`config.mk`:
```
export PLATFORM = sky130hd
export DESIGN_NAME = eth_font_addr_gen
export DESIGN_NICKNAME = d
export VERILOG_FILES = /design/src/rtl/eth_font_pkg.sv /design/src/rtl/eth_font_addr_calc.sv /design/src/rtl/eth_font_addr_gen.sv
export SDC_FILE = /design/constraint.sdc
export NUM_CORES = 1
export LEC_CHECK = 0
export ABC_AREA = 1
export CAP_MARGIN = 15
export CORE_UTILIZATION = 50
export DETAILED_ROUTE_END_ITERATION = 16
export GPL_ROUTABILITY_DRIVEN = 0
export GPL_TIMING_DRIVEN = 0
export PLACE_DENSITY_LB_ADDON = 0.1
export SLEW_MARGIN = 20
export SYNTH_ARGS = -nofsm -noshare
export SYNTH_HDL_FRONTEND = slang
export SYNTH_SLANG_ARGS = --single-unit
export TNS_END_PERCENT = 5
```
`constraint.sdc`:
```
create_clock -name rgmii_clk -period 12.5 [get_ports rgmii_clk]
set_input_delay 3.125 -clock rgmii_clk [delete_from_list [all_inputs] [get_ports rgmii_clk]]
set_output_delay 3.125 -clock rgmii_clk [all_outputs]
set_load 0.005 [all_outputs]
```
`src/rtl/eth_font_pkg.sv`:
```
// Shared constants, state encoding and byte classifiers for the UDP-payload
// to font-glyph SD address generator.
package eth_font_pkg;

   localparam logic [31:0] AsciiBaseDef = 32'd12_713_984;
   localparam logic [31:0] GbkBaseDef   = 32'd12_779_520;

   // Bytes per glyph expressed as shift amounts (256 and 512 bytes).
   localparam int unsigned AsciiShift = 8;
   localparam int unsigned GbkShift   = 9;

   localparam logic [7:0] GbkLeadMin   = 8'h81;
   localparam logic [7:0] GbkLeadMax   = 8'hFE;
   localparam logic [7:0] GbkTrailMin  = 8'h40;
   localparam logic [7:0] GbkTrailMax  = 8'hFE;
   localparam logic [7:0] GbkTrailHole = 8'h7F;
   localparam logic [7:0] GbkTrailHi   = 8'h80;
   localparam logic [14:0] GbkRowLen   = 15'd190;

   typedef enum logic {
      StLead  = 1'b0,
      StTrail = 1'b1
   } font_state_e;

   function automatic logic is_gbk_lead(input logic [7:0] b);
      return (b >= GbkLeadMin) && (b <= GbkLeadMax);
   endfunction

   function automatic logic is_gbk_trail(input logic [7:0] b);
      return (b >= GbkTrailMin) && (b <= GbkTrailMax) && (b != GbkTrailHole);
   endfunction

endpackage

```
`src/rtl/eth_font_addr_calc.sv`:
```
// Combinational glyph address: ASCII uses lead as the character byte,
// GBK folds the lead/trail pair into a 15-bit table index.
module eth_font_addr_calc
   import eth_font_pkg::*;
#(
   parameter logic [31:0] ASCII_BASE = AsciiBaseDef,
   parameter logic [31:0] GBK_BASE   = GbkBaseDef
) (
   input  logic [7:0]  lead,
   input  logic [7:0]  trail,
   input  logic        is_gbk,
   output logic [31:0] addr
);

   logic [14:0] row;
   logic [14:0] col;
   logic [14:0] idx;

   always_comb begin
      row = 15'(lead - GbkLeadMin);
      // Trail codes skip 0x7F, so the upper half sits one slot lower.
      col = 15'(trail - GbkTrailMin) - 15'(trail >= GbkTrailHi);
      idx = row * GbkRowLen + col;
      if (is_gbk) begin
         addr = ({17'd0, idx} << GbkShift) + GBK_BASE;
      end else begin
         addr = ({24'd0, lead} << AsciiShift) + ASCII_BASE;
      end
   end

endmodule

```
`src/rtl/eth_font_addr_gen.sv`:
```
// Converts a UDP payload byte stream (ASCII/GBK) into a per-glyph SD address
// stream with a one-entry output register, frame glyph count and error pulses.
module eth_font_addr_gen
   import eth_font_pkg::*;
#(
   parameter logic [31:0] ASCII_BASE = AsciiBaseDef,
   parameter logic [31:0] GBK_BASE   = GbkBaseDef,
   parameter int unsigned MAX_FONTS  = 60
) (
   input  logic        rgmii_clk,
   input  logic        rstn,
   input  logic        in_valid,
   input  logic [7:0]  in_data,
   input  logic        in_last,
   output logic        in_ready,
   output logic        out_valid,
   output logic [31:0] out_addr,
   output logic        out_is_gbk,
   input  logic        out_ready,
   output logic [6:0]  font_count,
   output logic        frame_done,
   output logic        err_orphan,
   output logic        err_invalid,
   output logic        err_overflow
);

   localparam logic [6:0] MaxCnt = 7'(MAX_FONTS);

   font_state_e state_q, state_d;
   logic [7:0]  lead_q, lead_d;
   logic [6:0]  cnt_q, cnt_d;
   logic [6:0]  font_count_q, font_count_d;
   logic        out_valid_q, out_valid_d;
   logic [31:0] out_addr_q, out_addr_d;
   logic        out_is_gbk_q, out_is_gbk_d;
   logic        frame_done_q, frame_done_d;
   logic        err_orphan_q, err_orphan_d;
   logic        err_invalid_q, err_invalid_d;
   logic        err_overflow_q, err_overflow_d;

   logic        accept;
   logic        glyph;
   logic        glyph_gbk;
   logic        cnt_inc;
   logic [31:0] calc_addr;

   assign in_ready = !out_valid_q || out_ready;
   assign accept   = in_valid && in_ready;

   eth_font_addr_calc #(
      .ASCII_BASE (ASCII_BASE),
      .GBK_BASE   (GBK_BASE)
   ) u_calc (
      .lead   ((state_q == StTrail) ? lead_q : in_data),
      .trail  (in_data),
      .is_gbk (state_q == StTrail),
      .addr   (calc_addr)
   );

   always_comb begin
      state_d        = state_q;
      lead_d         = lead_q;
      cnt_d          = cnt_q;
      font_count_d   = font_count_q;
      out_valid_d    = out_valid_q && !out_ready;
      out_addr_d     = out_addr_q;
      out_is_gbk_d   = out_is_gbk_q;
      frame_done_d   = 1'b0;
      err_orphan_d   = 1'b0;
      err_invalid_d  = 1'b0;
      err_overflow_d = 1'b0;
      glyph          = 1'b0;
      glyph_gbk      = 1'b0;
      cnt_inc        = 1'b0;

      if (accept) begin
         unique case (state_q)
            StLead: begin
               if (in_data < 8'h80) begin
                  glyph = 1'b1;
               end else if (is_gbk_lead(in_data)) begin
                  if (in_last) begin
                     err_orphan_d = 1'b1;
                  end else begin
                     state_d = StTrail;
                     lead_d  = in_data;
                  end
               end else begin
                  err_invalid_d = 1'b1;
               end
            end
            StTrail: begin
               state_d = StLead;
               if (is_gbk_trail(in_data)) begin
                  glyph     = 1'b1;
                  glyph_gbk = 1'b1;
               end else begin
                  err_invalid_d = 1'b1;
               end
            end
            default: state_d = StLead;
         endcase

         cnt_inc = glyph && (cnt_q < MaxCnt);
         if (glyph && !cnt_inc) begin
            err_overflow_d = 1'b1;
         end
         if (cnt_inc) begin
            out_valid_d  = 1'b1;
            out_addr_d   = calc_addr;
            out_is_gbk_d = glyph_gbk;
         end

         if (in_last) begin
            frame_done_d = 1'b1;
            font_count_d = cnt_q + 7'(cnt_inc);
            cnt_d        = 7'd0;
            state_d      = StLead;
         end else begin
            cnt_d = cnt_q + 7'(cnt_inc);
         end
      end
   end

   always_ff @(posedge rgmii_clk) begin
      if (!rstn) begin
         state_q        <= StLead;
         lead_q         <= 8'd0;
         cnt_q          <= 7'd0;
         font_count_q   <= 7'd0;
         out_valid_q    <= 1'b0;
         out_addr_q     <= 32'd0;
         out_is_gbk_q   <= 1'b0;
         frame_done_q   <= 1'b0;
         err_orphan_q   <= 1'b0;
         err_invalid_q  <= 1'b0;
         err_overflow_q <= 1'b0;
      end else begin
         state_q        <= state_d;
         lead_q         <= lead_d;
         cnt_q          <= cnt_d;
         font_count_q   <= font_count_d;
         out_valid_q    <= out_valid_d;
         out_addr_q     <= out_addr_d;
         out_is_gbk_q   <= out_is_gbk_d;
         frame_done_q   <= frame_done_d;
         err_orphan_q   <= err_orphan_d;
         err_invalid_q  <= err_invalid_d;
         err_overflow_q <= err_overflow_d;
      end
   end

   assign out_valid    = out_valid_q;
   assign out_addr     = out_addr_q;
   assign out_is_gbk   = out_is_gbk_q;
   assign font_count   = font_count_q;
   assign frame_done   = frame_done_q;
   assign err_orphan   = err_orphan_q;
   assign err_invalid  = err_invalid_q;
   assign err_overflow = err_overflow_q;

endmodule

```
Yosys cells after proc, flatten, opt, wreduce, memory -nomap -nowiden
Index checks and enable logic that the tools add are counted.
Widths: inputs -> output; s select.
{"block": "totals", "regBits": 61, "out_inout_bits": 46, "elab_cells": 68}
{"block": "op_classes", "addsub": 7, "multipliers": 1, "n_lt_le_gt_ge": 6, "eq_ne": 1, "muxes": 20, "bitwise_logic": 6, "reduce_logical": 16}
{"cell": "$add 16x24->25 const B", "n": 1}
{"cell": "$add 24x24->25 const B", "n": 1}
{"cell": "$mux 25", "n": 1}
{"cell": "$ge 8x8->1 const B", "n": 2}
{"cell": "$add 15x15->15", "n": 1}
{"cell": "$mul 15x7->14 const B", "n": 1}
{"cell": "$sub 15x1->15", "n": 1}
{"cell": "$mux 1", "n": 14}
{"cell": "$sub 8x7->9 const B", "n": 1}
{"cell": "$sub 8x8->9 const B", "n": 1}
{"cell": "$ge 8x7->1 const B", "n": 1}
{"cell": "$le 8x8->1 const B", "n": 1}
{"cell": "$lt 8x8->1 const B", "n": 1}
{"cell": "$mux 8", "n": 1}
{"cell": "$ne 8x7->1 const B", "n": 1}
{"cell": "$add 7x1->7", "n": 1}
{"cell": "$logic_and 1x1->1", "n": 7}
{"cell": "$lt 7x6->1 const B", "n": 1}
{"cell": "$mux 7", "n": 1}
{"cell": "$not 1->1", "n": 6}
{"cell": "$pmux 1 s2", "n": 3}
{"cell": "$reduce_and 2->1", "n": 3}
{"cell": "$reduce_and 5->1", "n": 1}
{"cell": "$reduce_or 5->1", "n": 1}
{"cell": "2 further kinds", "n": 4}

Depth between registers and ports, before layout
Gate-level depths: netlist of the first run.
{"block": "logic_depth", "depth_word": 10, "depth_mapped": 42}

Modules after synthesis
From an unflattened synthesis of the first run, not the netlist that was laid out.
{"block": "hier_totals", "hier_cells": 852, "area_unflattened_um2": 5869.4}
{"module": "eth_font_addr_calc", "n_inst": 1, "cells_each": 468, "area_per_inst_um2": 3210.6, "seq_area_each_um2": 0.0}
{"module": "eth_font_addr_gen", "n_inst": 1, "cells_each": 384, "area_per_inst_um2": 2658.8, "seq_area_each_um2": 1221.2}

Worst setup path after synthesis of the first run
Ideal clock, no wire load.
{"block": "synth_path", "kind": "in2reg", "startpoint": "input in_data[1]", "endpoint": "register out_addr_q[24] (netlist: out_addr[24])", "arrival_ns": 8.988, "required_ns": 12.368, "setup_slack_ns": 3.380, "cell_stages": 34, "cell_sequence": "nand2_1 nand2_1 inv_1 ha_1 nand3_2 nor2_4 xor2_1 fa_1 ha_1 inv_1 fa_1 fa_1 inv_1 ha_1 nand2_1 o21ai_0 a21oi_1 o21bai_1 a21oi_1 o21bai_1 xnor2_1 ha_1 inv_1 ha_1 nand2_1 nor3_1 nand3_1 o2111ai_1 xor2_1 inv_1 nand2_1 nand2_1 a22oi_1 a21oi_1"}
{"block": "synth_between", "elab_chain_cells": 8, "elab_cells_between_ends": 22, "classes_between": "6 x add/sub; 1 x mul; 4 x order compare; 1 x eq/ne; 6 x mux; 4 x reduce/logical"}
{"element": "from (decl)", "line": "eth_font_addr_gen.sv:13", "text": "input logic [7:0] in_data,"}
{"element": "parallel branches: the longest is 8 deep, another holds $add 24x24->25"}
{"element": "to (signal assigned)", "line": "eth_font_addr_gen.sv:144", "text": "out_addr_q <= out_addr_d;"}
{"element": "to (decl)", "line": "eth_font_addr_gen.sv:34", "text": "logic [31:0] out_addr_q, out_addr_d;"}
Parallel ways; which one is timed is not known. The select of a mux whose other input is x is not followed.
A chain may end at the register's enable or synchronous reset.

Worst setup path after layout of the first run
{"block": "layout_path", "startpoint": "input in_data[0]", "endpoint": "register out_addr_q[23] (netlist: out_addr[23])"}
Same word-level chain as after synthesis.

==> flow_summary.ini, run 1 <==
[yosys]
synth_cell_type_count = 43
yosys_warnings = 0
ys_seq_area_share_pct = 18.6
avgSynthCellArea_sq_um = 7.06
ys_ff_latch = 46
synth_area_sq_um = 4960
synth_cells = 702

[die]
rows = 35
ios = 59
core_sq_um = 9420
die_area_sq_um = 10300
dieHeight_microns = 102
start_util_pct = 52.6
fp.dieW_microns = 102

[clock_network]
post_cts_resized = 0
cts-root-buf = clkbuf_8
h-tree-depth = 2
post-cts-setup-buffer-count = 0
clock_sink_count = 46
clk_pin_slew_ns = 0.09
cts_tree = done
cts_hold_buf = 0
cts_made_buffers = 5
clockBufferDepth = 2
clk_latency_ns = 0.30

[timing]
worst_slew_pin_slew_ns = 0.615
slew_viol_final = 0
finalSetupViolCount = 0
fmaxAchievable_ghz = 0.0977
finClkSkew_ns = 0.00920
setup_tns_ns = 0
period_minus_slack_ns = 10.23
relSlewSlack_pct = 59.0
fin_crit_sh_pct = 81.8
hold_viol_final = 0
rsz0062_at_grt = false

[final_layout]
num-nets-final = 868
final_common_cell = inv_1
fill_cells = 888
layout-drive-gt1-share_pct = 7.56
finalInstanceArea_sq_um = 5690
antenna_cells = 0
layout_common_cells = 141 x inv_1, 133 x nand2_1, 65 x ha_1, 51 x a21oi_1, 47 x nor2_1
stdcell_count = 896
area_growth_pct = 14.9
fin_util_pct = 60.5

[detailed_routing]
dr_wl_met2_mm = 5.20
highest_layer = met4
met1_length_mm = 5.44
drc = 0
wl_met3_microns = 407
wirelength_mm = 11.1
drt-wirelength-per-cell_microns = 12.4
drt-pass1-iter-count = 5
drtAntennaViolNets = 0
drt_iter0_drc = 143
vias_per_cell = 4.93
vias = 4414

[critical_path]
start_kind = primary input
crit_required_ns = 12.75
cp_common_cell = inv_1
cpMaxStageDelayCell = fa_1
rrSetupSlack_ns = 4.91
end_kind = flip-flop
max_stage_delay_ns = 0.52
r2r_end = out_addr[23]
reg2regPathDepth = 39
path_max_fanout = 5
setup.worst_path.class = in -> reg
worstPathArrival_ns = 10.48
r2r-start = state_q

[job]
drv_cap = 0

[placed_design]
port-buffer-count = 43
place_inst = 888
post-dp-hpwl_mm = 9.56
dpl_cell_area_sq_um = 5600

[hold_path]
min_from = out_addr[16]
hold_end = out_addr[16]
whs_path_depth = 2
hold_path.class = reg -> reg

[global_routing]
grt_antenna_before_repair = 0
grt_pass1_wl_mm = 18.9
grt_start_max_net_pins = 17
first_global_vias = 4135
grtUsageTotal_pct = 22.9
grt-ovfl-total = 0

[status]
status = finished clean
==> layer usage <==
metal  vias up  track usage (%)
li1       2306                -
met1      1999             31.4
met2        98             39.3
met3        11             2.55
met4         0             3.57
met5         -                0
==> synthesized netlist by cell type (all sizes together) <==
cell / number / area share [%]
a21o: 5 / 0.76
a21oi: 52 / 5.3
a22oi: 3 / 0.45
a2bb2oi: 1 / 0.18
a31oi: 3 / 0.38
and2: 1 / 0.13
buf: 20 / 2.9
clkbuf: 6 / 0.45
conb: 1 / 0.076
dfxtp: 46 / 19
fa: 24 / 9.7
ha: 65 / 16
inv: 146 / 11
nand2: 147 / 12
nand3: 42 / 4.8
nand3b: 2 / 0.30
nand4: 3 / 0.38
nor2: 49 / 3.9
nor3: 8 / 0.91
nor4: 1 / 0.13
o2111ai: 2 / 0.35
o21a: 2 / 0.30
o21ai: 34 / 3.5
o21bai: 5 / 0.83
o221ai: 1 / 0.18
or2: 2 / 0.25
xnor2: 11 / 1.9
xor2: 20 / 3.5
==> critical path, delay by kind of cell <==
| family | cells | cell delay [ns] |
|---|---|---|
| buf+inv | 8 | 0.92 |
| xor+xnor | 3 | 0.80 |
| compound gates | 6 | 1.13 |
| fa+ha+maj | 8 | 3.05 |
| simple gates | 13 | 1.46 |
==> kinds of logic after synthesis <==
| group | count (synthesis) | share of synthesized area [%] |
|---|---|---|
| buffers and inverters | 172 | 14.4 |
| adders and majority gates | 89 | 26.1 |
| AOI/OAI and AO/OA | 108 | 12.3 |
| other | 1 | 0.0757 |
| and+or+nand+nor | 255 | 23.0 |
| xor gates and xnor gates | 31 | 5.48 |
| DFF | 46 | 18.6 |
==> cell type report <==
cell class / instances / area, sq um / area share [%]
Buffer: 26 / 168 / 2.94
Clock buffer: 5 / 68.8 / 1.21
Clock inverter: 3 / 25.0 / 0.439
Inverter: 146 / 548 / 9.62
Multi-Input combinational cell: 498 / 3370 / 59.2
Sequential cell: 46 / 921 / 16.2
Tap cell: 129 / 161 / 2.83
Timing Repair Buffer: 43 / 430 / 7.56
==> sequential cells by signal, indices dropped and copies added (netlist names) <==
register,flops
out_addr,17
lead_q,8
cnt_q,7
font_count,7
err_invalid,1
err_orphan,1
err_overflow,1
frame_done,1
out_is_gbk,1
out_valid,1
state_q,1
==> worst max path at each step <==
stage	end	cells after the start	slack [ns]	from
global placement	out_addr[23]	37	2.01	in_data[0]
CTS	out_addr[23]	38	2.24	in_data[0]
floorplan	out_addr[24]	34	3.38	in_data[1]
detailed placement	out_addr[23]	38	1.93	in_data[0]
global route	out_addr[23]	38	1.57	in_data[0]
finish	out_addr[23]	38	2.27	in_data[0]
==> metrics by stage <==
stage               hold slack, ns  setup slack (ns)
detailed placement           0.458              1.93
finish                       0.469              2.27
global route                 0.490              1.57
CTS                          0.473              2.24
global placement             0.454              2.01
floorplan                    0.450              3.38
Power of run 1 is left out: the tool's default activity adds up to more than one toggle a clock period on the data nets, which glitch-free logic cannot reach.
==> run 2, diff against run 1 <==
==> constraint.sdc (replaced) <==
create_clock -name rgmii_clk -period 10.2 [get_ports rgmii_clk]
set_input_delay 2.55 -clock rgmii_clk [delete_from_list [all_inputs] [get_ports rgmii_clk]]
set_output_delay 2.55 -clock rgmii_clk [all_outputs]
set_load 0.005 [all_outputs]
==> flow_summary.ini, run 2 (synthesis results as in run 1) <==
[detailed_routing]
vias_per_cell = 4.93
drtAntennaViolNets = 0
drt-pass1-iter-count = 5
drt_iter0_drc = 142
wirelength_mm = 11.1
drt-wirelength-per-cell_microns = 12.4
drc = 0
vias = 4419

[timing]
layout_setup_ws_ns = 0.710
hold_viol_final = 0
relSlewSlack_pct = 58.7
setup_tns_ns = 0
fin_crit_sh_pct = 93.0
period_minus_slack_ns = 9.49
finalSetupViolCount = 0
worst_slew_pin_slew_ns = 0.620
slew_viol_final = 0
finClkSkew_ns = 0.00990
fmaxAchievable_ghz = 0.105
rsz0062_at_grt = false

[global_routing]
grt_pass1_wl_mm = 18.9
first_global_vias = 4135
grt-ovfl-total = 0
grt_antenna_before_repair = 0
grt_start_max_net_pins = 17
grtUsageTotal_pct = 22.9

[die]
ios = 59
start_util_pct = 52.6
rows = 35
die_area_sq_um = 10300
fp.dieW_microns = 102
dieHeight_microns = 102
core_sq_um = 9420

[critical_path]
worstPathArrival_ns = 9.74
end_kind = flip-flop
reg2regPathDepth = 40
r2r_end = out_addr[23]
max_stage_delay_ns = 0.66
cpMaxStageDelayCell = clkdlybuf4s50_1
path_max_fanout = 5
rrSetupSlack_ns = 2.75
crit_required_ns = 10.45
r2r-start = state_q
cp_common_cell = inv_1
setup.worst_path.class = in -> reg
start_kind = primary input

[final_layout]
num-nets-final = 868
final_common_cell = inv_1
antenna_cells = 0
area_growth_pct = 15.0
largest_reg_flops = 17
layout-drive-gt1-share_pct = 7.69
layout_common_cells = 141 x inv_1, 133 x nand2_1, 65 x ha_1, 51 x a21oi_1, 47 x nor2_1
fill_cells = 884

[status]
status = finished clean

[clock_network]
h-tree-depth = 2
clock_sink_count = 46
clk_pin_slew_ns = 0.09
clk_latency_ns = 0.30
cts-root-buf = clkbuf_8
clockBufferDepth = 2
cts_tree = done
cts_made_buffers = 5
post-cts-setup-buffer-count = 0

[hold_path]
hold_end = out_addr[16]
whs_path_depth = 2
hold_path.class = reg -> reg
min_from = out_addr[16]

[placed_design]
place_ws_ns = 0.207
port-buffer-count = 43
post-dp-hpwl_mm = 9.56

[job]
drv_cap = 0
-- run 2: how the worst max path moves through the flow --
stage | startpoint | endpoint | depth (start not counted)
6_report | in_data[2] | out_addr[23] | 39
3_5_place_dp | in_data[0] | out_addr[23] | 38
4_1_cts | in_data[0] | out_addr[23] | 38
2_1_floorplan | in_data[1] | out_addr[24] | 34
3_3_place_gp | in_data[0] | out_addr[23] | 37
5_1_grt | in_data[0] | out_addr[23] | 38
-- run 2: layout make-up --
type	instances	area, sq um	share of cell area (%)
plain buffers	26	168	2.94
clock buffers	5	68.8	1.21
clock inverters	3	25.0	0.439
inverters	146	548	9.61
multi-input cells	498	3380	59.3
flip-flops and latches	46	921	16.2
well taps	129	161	2.83
repair buffers	43	430	7.55
-- run 2: worst max-delay path: cells and delay by family --
kind,cells,cell delay [ns]
adders and majority gates,8,2.95
and+or+nand+nor,13,1.31
buffers and inverters,9,1.16
AOI/OAI and AO/OA,6,1.13
xor gates and xnor gates,3,0.64
-- run 2: routing by layer --
metal / routed length [microns] / global-route usage (%)
met5: 0 / 0
met4: 74 / 3.57
met3: 405 / 2.55
met2: 5220 / 39.3
met1: 5450 / 31.4
-- run 2: metrics by stage --
stage / util (%) / instance area, sq um / hold slack [ns] / std cells
6_report: 60.6 / 5700 / 0.469 / 896
5_1_grt: 60.6 / 5700 / 0.490 / 896
4_1_cts: 60.5 / 5690 / 0.473 / 896
3_5_place_dp: 59.5 / 5600 / 0.458 / 888
3_3_place_gp: 59.5 / 5600 / 0.454 / 888
2_1_floorplan: - / 5010 / 0.450 / 716
-- run 2: repair_timing --
action,4_1_cts,5_1_grt
hold buffers,0,0
endpoints found under the setup margin,0,3
resized for setup,0,1
Power of run 2 is left out for the same reason.
==> run 3, diff against run 2 <==
--- a/config.mk
+++ b/config.mk
@@ -11,7 +11,7 @@
 export DETAILED_ROUTE_END_ITERATION = 16
 export GPL_ROUTABILITY_DRIVEN = 0
 export GPL_TIMING_DRIVEN = 0
-export PLACE_DENSITY_LB_ADDON = 0.1
+export PLACE_DENSITY_LB_ADDON = 0.2
 export SLEW_MARGIN = 20
 export SYNTH_ARGS = -nofsm -noshare
 export SYNTH_HDL_FRONTEND = slang
==> flow_summary.ini, run 3 (synthesis results as in run 1) <==
[critical_path]
r2r_end = out_addr[23]
start_kind = primary input
crit_required_ns = 10.46
end_kind = flip-flop
r2r-start = state_q
cp_common_cell = inv_1
worstPathArrival_ns = 9.77
reg2regPathDepth = 40
max_stage_delay_ns = 0.66
cpMaxStageDelayCell = clkdlybuf4s50_1
setup.worst_path.class = in -> reg
rrSetupSlack_ns = 2.69
path_max_fanout = 5
cp-startpoint = in_data[2]
crit_end = out_addr[23]

[clock_network]
cts_tree = done
clock_sink_count = 46
cts_made_buffers = 5
post-cts-setup-buffer-count = 0
cts-root-buf = clkbuf_8
post_cts_resized = 0
cts_hold_buf = 0
clk_latency_ns = 0.31
h-tree-depth = 2
clockBufferDepth = 2
clk_pin_slew_ns = 0.08

[detailed_routing]
vias = 4375
vias_per_cell = 4.88
drt-pass1-iter-count = 4
wirelength_mm = 11.2
drtAntennaViolNets = 0
drt_iter0_drc = 181
drc = 0
drt-wirelength-per-cell_microns = 12.5

[final_layout]
area_growth_pct = 15.6
stdcell_count = 896
layout-drive-gt1-share_pct = 7.82
antenna_cells = 0
largest_reg_flops = 17
final_common_cell = inv_1
num-nets-final = 868
fill_cells = 878
multi_input_area_sq_um = 3390
layout_common_cells = 141 x inv_1, 133 x nand2_1, 65 x ha_1, 51 x a21oi_1, 47 x nor2_1
seqCellArea_sq_um = 921

[die]
fp.dieW_microns = 102
die_area_sq_um = 10300
dieHeight_microns = 102
rows = 35
start_util_pct = 52.6
ios = 59
core_sq_um = 9420

[timing]
layout_setup_ws_ns = 0.683
finalSetupViolCount = 0
hold_viol_final = 0
finClkSkew_ns = 0.0107
fmaxAchievable_ghz = 0.105
relSlewSlack_pct = 60.4
setup_tns_ns = 0
slew_viol_final = 0
worst_slew_pin_slew_ns = 0.595
period_minus_slack_ns = 9.52
holdWs_ns = 0.473
rsz0062_at_grt = false
fin_crit_sh_pct = 93.3

[global_routing]
grt-ovfl-total = 0
first_global_vias = 4174
grt_antenna_before_repair = 0
grt_pass1_wl_mm = 18.9
grtUsageTotal_pct = 23.0
grt_start_max_net_pins = 16

[hold_path]
whs_path_depth = 2
hold_path.class = reg -> reg

[placed_design]
port-buffer-count = 43
place_ws_ns = 0.120
place_inst = 888
post-dp-hpwl_mm = 9.55

[status]
status = finished clean

[job]
drv_cap = 0
run 3: cell types whose count changed in the layout (fill, tap and decap cells not counted):
cell and change:
bufinv_16 +1, clkinv_2 +1, clkinv_4 -1, clkinvlp_4 -1, o21ai_0 -1, o21ai_1 +1, xnor2_1 -1, xnor2_2 +1
run 3: layer usage:
metal  vias up  routed length, microns  GRT usage, %  part of all wire, %
li1       2300                       -             -                    -
met4         0                     125          5.02                  1.1
met3        14                     446          3.11                  4.0
met1      1969                    5400          30.5                   48
met2        92                    5210          39.7                   47
met5         -                       0             0                    0
run 3: area by class of cell:
class	instances	area share, %
inverters	146	9.57
multi-input cells	498	59.1
clock inverters	3	0.765
well taps	129	2.82
repair buffers	43	7.51
plain buffers	26	2.93
flip-flops and latches	46	16.1
clock buffers	5	1.20
run 3: worst min path at each step:
stage,from,to,slack (ns)
final,out_addr[19],out_addr[19],0.47
after global routing,out_addr[19],out_addr[19],0.49
after CTS,out_addr[19],out_addr[19],0.47
after detailed placement,out_addr[19],out_addr[19],0.46
after global placement,out_addr[19],out_addr[19],0.45
after floorplan,cnt_q[0],cnt_q[0],0.45
run 3: critical path, delay by kind of cell:
kind / cells / cell delay, ns
adders and majority gates: 8 / 2.95
AOI/OAI and AO/OA: 6 / 1.09
and+or+nand+nor: 13 / 1.29
buffers and inverters: 9 / 1.18
xor gates and xnor gates: 3 / 0.69
run 3: per-stage QoR:
step,util [%],cell area [sq um]
finish,60.8,5730
global route,60.8,5730
CTS,60.7,5710
detailed placement,59.5,5600
global placement,59.5,5600
floorplan,-,5010
Power of run 3 is left out for the same reason.
